$ cat src/rtl/axi4_single_os_arbiter.sv
// Round-robin arbiter that multiplexes N_REQ single-word requesters onto one AXI4 master port.
// At most one read or write transaction is in flight at any time; all bursts are single-beat.
module axi4_single_os_arbiter #(
  parameter int N_REQ  = 2,
  parameter int ADDR_W = 32,
  parameter int ID_W   = 6
) (
  input  logic                    clk,
  input  logic                    rst,
  input  logic [N_REQ-1:0]        req_valid,
  input  logic [N_REQ-1:0]        req_we,
  input  logic [N_REQ*ADDR_W-1:0] req_addr,
  input  logic [N_REQ*32-1:0]     req_wdata,
  input  logic [N_REQ*4-1:0]      req_be,
  output logic [N_REQ-1:0]        req_ready,
  output logic [N_REQ-1:0]        rsp_valid,
  output logic [31:0]             rsp_rdata,
  output logic                    rsp_err,
  output logic                    arvalid,
  input  logic                    arready,
  output logic [ADDR_W-1:0]       araddr,
  output logic [ID_W-1:0]         arid,
  output logic [7:0]              arlen,
  output logic [2:0]              arsize,
  output logic [1:0]              arburst,
  input  logic                    rvalid,
  output logic                    rready,
  input  logic [31:0]             rdata,
  input  logic [ID_W-1:0]         rid,
  input  logic [1:0]              rresp,
  input  logic                    rlast,
  output logic                    awvalid,
  input  logic                    awready,
  output logic [ADDR_W-1:0]       awaddr,
  output logic [ID_W-1:0]         awid,
  output logic [7:0]              awlen,
  output logic [2:0]              awsize,
  output logic [1:0]              awburst,
  output logic                    wvalid,
  input  logic                    wready,
  output logic [31:0]             wdata,
  output logic [3:0]              wstrb,
  output logic                    wlast,
  input  logic                    bvalid,
  output logic                    bready,
  input  logic [ID_W-1:0]         bid,
  input  logic [1:0]              bresp
);

  localparam int PTR_W = (N_REQ > 1) ? $clog2(N_REQ) : 1;

  typedef enum logic [2:0] {
    IDLE    = 3'd0,
    RD_ADDR = 3'd1,
    RD_DATA = 3'd2,
    WR_REQ  = 3'd3,
    WR_RESP = 3'd4
  } state_e;

  state_e             state_q;
  logic [PTR_W-1:0]   rr_ptr_q;
  logic [PTR_W-1:0]   rr_ptr_d;
  logic [PTR_W-1:0]   id_q;
  logic [ADDR_W-1:0]  addr_q;
  logic [31:0]        wdata_q;
  logic [3:0]         be_q;
  logic               arvalid_q;
  logic               awvalid_q;
  logic               wvalid_q;
  logic [N_REQ-1:0]   rsp_valid_q;
  logic [31:0]        rsp_rdata_q;
  logic               rsp_err_q;

  logic               gnt_found;
  logic [PTR_W-1:0]   gnt_idx;
  logic [PTR_W:0]     cand;
  logic [ID_W-1:0]    id_ext;
  logic               grant_now;

  // First pending requester at or above rr_ptr, wrapping around.
  always_comb begin
    gnt_found = 1'b0;
    gnt_idx   = '0;
    cand      = '0;
    for (int i = 0; i < N_REQ; i++) begin
      cand = {1'b0, rr_ptr_q} + (PTR_W+1)'(i);
      if (cand >= (PTR_W+1)'(N_REQ)) cand = cand - (PTR_W+1)'(N_REQ);
      if (!gnt_found && req_valid[cand[PTR_W-1:0]]) begin
        gnt_found = 1'b1;
        gnt_idx   = cand[PTR_W-1:0];
      end
    end
  end

  assign rr_ptr_d  = (gnt_idx == PTR_W'(N_REQ-1)) ? '0 : gnt_idx + PTR_W'(1);
  assign id_ext    = ID_W'(id_q);
  // Gated by rst so no accept pulse escapes while the port is held in reset.
  assign grant_now = rst && (state_q == IDLE) && gnt_found;
  assign req_ready = grant_now ? (N_REQ'(1) << gnt_idx) : '0;

  always_ff @(posedge clk or negedge rst) begin
    if (!rst) begin
      state_q     <= IDLE;
      rr_ptr_q    <= '0;
      id_q        <= '0;
      arvalid_q   <= 1'b0;
      awvalid_q   <= 1'b0;
      wvalid_q    <= 1'b0;
      rsp_valid_q <= '0;
      rsp_rdata_q <= '0;
      rsp_err_q   <= 1'b0;
    end else begin
      rsp_valid_q <= '0;
      case (state_q)
        IDLE: begin
          if (gnt_found) begin
            id_q     <= gnt_idx;
            rr_ptr_q <= rr_ptr_d;
            if (req_we[gnt_idx]) begin
              state_q   <= WR_REQ;
              awvalid_q <= 1'b1;
              wvalid_q  <= 1'b1;
            end else begin
              state_q   <= RD_ADDR;
              arvalid_q <= 1'b1;
            end
          end
        end
        RD_ADDR: begin
          if (arvalid_q && arready) begin
            arvalid_q <= 1'b0;
            state_q   <= RD_DATA;
          end
        end
        RD_DATA: begin
          if (rvalid) begin
            rsp_valid_q <= N_REQ'(1) << id_q;
            rsp_rdata_q <= rdata;
            rsp_err_q   <= (rresp != 2'b00) | (rid != id_ext) | ~rlast;
            state_q     <= IDLE;
          end
        end
        WR_REQ: begin
          // AW and W retire independently; move on once both have been taken.
          if (awready) awvalid_q <= 1'b0;
          if (wready)  wvalid_q  <= 1'b0;
          if ((!awvalid_q || awready) && (!wvalid_q || wready)) state_q <= WR_RESP;
        end
        WR_RESP: begin
          if (bvalid) begin
            rsp_valid_q <= N_REQ'(1) << id_q;
            rsp_rdata_q <= '0;
            rsp_err_q   <= (bresp != 2'b00) | (bid != id_ext);
            state_q     <= IDLE;
          end
        end
        default: state_q <= IDLE;
      endcase
    end
  end

  // Payload capture; it only reaches the bus behind a registered valid.
  always_ff @(posedge clk) begin
    if (state_q == IDLE && gnt_found) begin
      addr_q  <= req_addr[gnt_idx*ADDR_W +: ADDR_W];
      wdata_q <= req_wdata[gnt_idx*32 +: 32];
      be_q    <= req_be[gnt_idx*4 +: 4];
    end
  end

  assign rsp_valid = rsp_valid_q;
  assign rsp_rdata = rsp_rdata_q;
  assign rsp_err   = rsp_err_q;

  assign arvalid = arvalid_q;
  assign araddr  = addr_q;
  assign arid    = id_ext;
  assign arlen   = 8'd0;
  assign arsize  = 3'b010;
  assign arburst = 2'b01;
  assign rready  = (state_q == RD_DATA);

  assign awvalid = awvalid_q;
  assign awaddr  = addr_q;
  assign awid    = id_ext;
  assign awlen   = 8'd0;
  assign awsize  = 3'b010;
  assign awburst = 2'b01;
  assign wvalid  = wvalid_q;
  assign wdata   = wdata_q;
  assign wstrb   = be_q;
  assign wlast   = wvalid_q;
  assign bready  = (state_q == WR_RESP);

endmodule

$ cat config.mk
export PLATFORM = sky130hd
export DESIGN_NAME = axi4_single_os_arbiter
export DESIGN_NICKNAME = d
export VERILOG_FILES = /design/src/rtl/axi4_single_os_arbiter.sv
export SDC_FILE = /design/constraint.sdc
export NUM_CORES = 1
export LEC_CHECK = 0
export CELL_PAD_IN_SITES_DETAIL_PLACEMENT = 1
export CELL_PAD_IN_SITES_GLOBAL_PLACEMENT = 1
export CORE_UTILIZATION = 23
export DETAILED_ROUTE_END_ITERATION = 12
export GPL_TIMING_DRIVEN = 1
export PLACE_DENSITY_LB_ADDON = 0.1
export SYNTH_ARGS = -nofsm -noshare
export SYNTH_HDL_FRONTEND = slang
export SYNTH_SLANG_ARGS = --single-unit
$ cat constraint.sdc
create_clock -name clk -period 2.6 [get_ports clk]
set_clock_uncertainty 0.1 [all_clocks]
set_input_delay 0.78 -clock clk [delete_from_list [all_inputs] [get_ports clk]]
set_output_delay 0.78 -clock clk [all_outputs]
set_load 0.05 [all_outputs]
==> results.txt, run 1 <==
CTS Sinks: 111
Synth Warn #: 0
min Tclk post-route: 2.55 ns
buffer levels on the longest clock path: 2
Post-synth EDFFs: 68
met3 WL: 1580 um
leading cell type in the layout, fill and taps excluded: clkdlybuf4s50_1
Worst path top cell family by delay: buffers and inverters
worst path bufs/invs: 3
DP HPWL: 14500 um
gpl congestion: 0.712
initial antenna violation count: 1
Place WS: -0.397 ns
Cell Area, Synth: 5320 um^2
Final Cycle Share: 0.981
worst hold path class: input pin to asynchronous set/reset pin
area grow syn2layout: 70.3%
routed length per placed instance: 17.8 um
Final #Nets: 933
Critical Path End Type: output pin
metal2 WL: 9710 um
fmax: 0.392 GHz
Avg Inst Size Synth: 12.5 um^2
layout cells sized above 1: 0.168
pwr/cell area: 1130 nW/um^2
Int Pwr: 5.40 mW
PortBufs: 340
row count: 55
share of total power in the clock network: 0.137
most frequent cells in the layout: clkdlybuf4s50_1, nand2_1, edfxtp_1, mux2_2, dfrtp_1
Pins Over Slew Limit: 0
DR iter-0 viols: 132
Worst Slack Setup Final: 0.0496 ns
FF+latch count, synth: 111
TNS Setup: 0 ns
kind of critical path: input pin to output pin
placed cell area: 8750 um^2
final hold vios: 0
peak supply drop: 0.000595 V
Clock Pin Slew Worst Setup and Hold Paths: 0.08 ns
wl on met1: 6770 um
area of the multi-input gates: 1660 um^2
worst-margin pin slew: 0.558 ns
Post-Syn Instances: 425
Die ar.: 23800 um^2
final wirelength: 18300 um
fillers: 2438
Finished Layout Cells: 1027
unrepaired setup endpoints after global routing: false
CP Cell Sequence: clkdlybuf4s15_1, o21ai_2, bufinv_16, and3_4, buf_12
Num CTS Buffers: 9
slowest CP cell: clkdlybuf4s15_1
Initial Utilization: 0.235
Comb pwr share: 0.576
DR top layer: met5
Finished Cell Area: 9060 um^2
leak pwr: 3.57 nW
switching power: 4.89 mW
htree depth: 3
first-pass GRT wire length: 27000 um
ANT nets after route: 0
worst-skew pair later-pin latency: 0.35 ns
status: finished, final reports clean
die span in x: 154 um
largest net degree at the start of global routing: 67
Worst setup SP type: input pin
Remaining DRCs: 0
Sw Share: 0.475
Via-to-Cell Ratio: 4.14
Inst Count DP: 1011
Pre-antenna DRT Iters: 4
Slew headroom: 0.627
Critical Path AT: 1.67 ns
synth unique cells: 40
Async SR Flop Fraction: 0.387
CTS tree: built
leading register cell type out of synthesis: edfxtp_1
Core Area: 22600 um^2
Final setup viols: 0
Worst Path Max Fanout: 2
CP max stage delay: 0.19 ns
GRT Resource Usage Total: 0.153
total grt overflow: 0
CP required: 1.72 ns
Max Cap Violations: 0
clk root buf: clkbuf_16
Storage cell area: 3120 um^2
part of the power in registers: 0.287
die height: 154 um
total number of vias: 4249
IO Pins: 377
post-synthesis sequential area ratio: 0.586
Hold Buf Count CTS: 0
antenna cells: 0
vias in the first global route: 4374
==> synth_stat cells (3+ instances only) <==
library cell	instances	area share
buf_4	74	0.10
edfxtp_1	68	0.38
nand2_1	68	0.048
mux2_2	67	0.14
dfrtp_1	43	0.20
o21ai_0	24	0.023
o21ai_1	14	0.013
buf_2	9	0.0085
inv_1	7	0.0049
buf_6	5	0.011
a21oi_1	4	0.0038
nor2_1	3	0.0021
==> per-stage QoR <==
step | hold slack [ns] | utilization | power [mW]
floorplan | 0.372 | - | 6.94
CTS | 0.145 | 0.400 | 10.4
detailed placement | 0.374 | 0.386 | 8.97
finish | 0.157 | 0.400 | 10.3
global route | 0.147 | 0.400 | 10.8
global placement | 0.364 | 0.386 | 8.90
==> registers in the layout, summed over array words and instances (netlist names) <==
register and flops:
araddr 32, rsp_rdata 32, wdata 32, wstrb 4
state_q 3, rsp_valid 2, arvalid 1, awvalid 1
id_q 1, rr_ptr_q 1, rsp_err 1, wlast 1
==> layout make-up <==
cell class | count | share of cell area
clock inverter | 4 | 0.00290
multi-input combinational | 248 | 0.183
tap | 285 | 0.0393
inverter | 9 | 0.00663
clock buffer | 12 | 0.0295
timing repair buffer | 358 | 0.395
sequential | 111 | 0.344
==> worst register-to-register path: stages, from the launching register on <==
cell	delay (ns)
dfrtp_1	0.41
nor3_4	0.25
o21ai_2	0.11
bufinv_16	0.19
buf_4	0.10
buf_4	0.43
o21ai_1	0.21
a32oi_1	0.20
==> path summary, 6_finish.rpt <==
check	startpoint	cells after the start	slack (ns)	to
min in group clk	rsp_rdata[23]	2	0.38	rsp_rdata[23]
min reg2reg	rsp_rdata[23]	2	0.38	rsp_rdata[23]
min	rst	1	0.16	rsp_rdata[25]
max in group asynchronous	rst	2	1.45	state_q[2]
max reg2reg	state_q[1]	7	0.53	wlast
max	req_valid[1]	5	0.05	req_ready[0]
==> power groups by stage <==
stage	sequential [mW]	combinational (mW)	clock [mW]
2_1_floorplan	4.91	2.03	0
5_1_grt	3.03	6.20	1.53
6_report	2.95	5.93	1.41
3_5_place_dp	3.00	5.98	0
3_3_place_gp	2.96	5.94	0
4_1_cts	2.97	6.01	1.46
==> logic make-up (layout without fill, tap and decap cells) <==
family | after synthesis | after routing | synth area share
AND/OR/NAND/NOR | 89 | 89 | 0.0748
XOR/XNOR | 2 | 2 | 0.00329
buffers and inverters | 100 | 383 | 0.134
AO/OA/AOI/OAI | 53 | 53 | 0.0569
flip-flops | 111 | 111 | 0.586
multiplexers | 68 | 68 | 0.144
other | 2 | 36 | 0.00141
==> what timing repair did <==
action | CTS | global route
cloned | 0 | 0
pin swaps | 2 | 1
buffers inserted | 1 | 0
endpoints found under the hold margin | 0 | 0
gates resized for setup | 10 | 2
endpoints found under the setup margin | 2 | 1
==> layer usage <==
layer / up-vias / global-route usage
met5: - / 0
met4: 2 / 0.0471
met3: 17 / 0.0488
met2: 212 / 0.280
met1: 2019 / 0.166
li1: 1999 / -
(Power assumes the default switching activity.)
==> run 2, diff against run 1 <==
--- a/config.mk
+++ b/config.mk
@@ -10,7 +10,9 @@
 export CORE_UTILIZATION = 23
 export DETAILED_ROUTE_END_ITERATION = 12
 export GPL_TIMING_DRIVEN = 1
+export HOLD_SLACK_MARGIN = 0.05
 export PLACE_DENSITY_LB_ADDON = 0.1
 export SYNTH_ARGS = -nofsm -noshare
 export SYNTH_HDL_FRONTEND = slang
 export SYNTH_SLANG_ARGS = --single-unit
+export TNS_END_PERCENT = 100
==> results of run 2 <==
The final DEF is identical to that of run 1; final timing and power are the same.
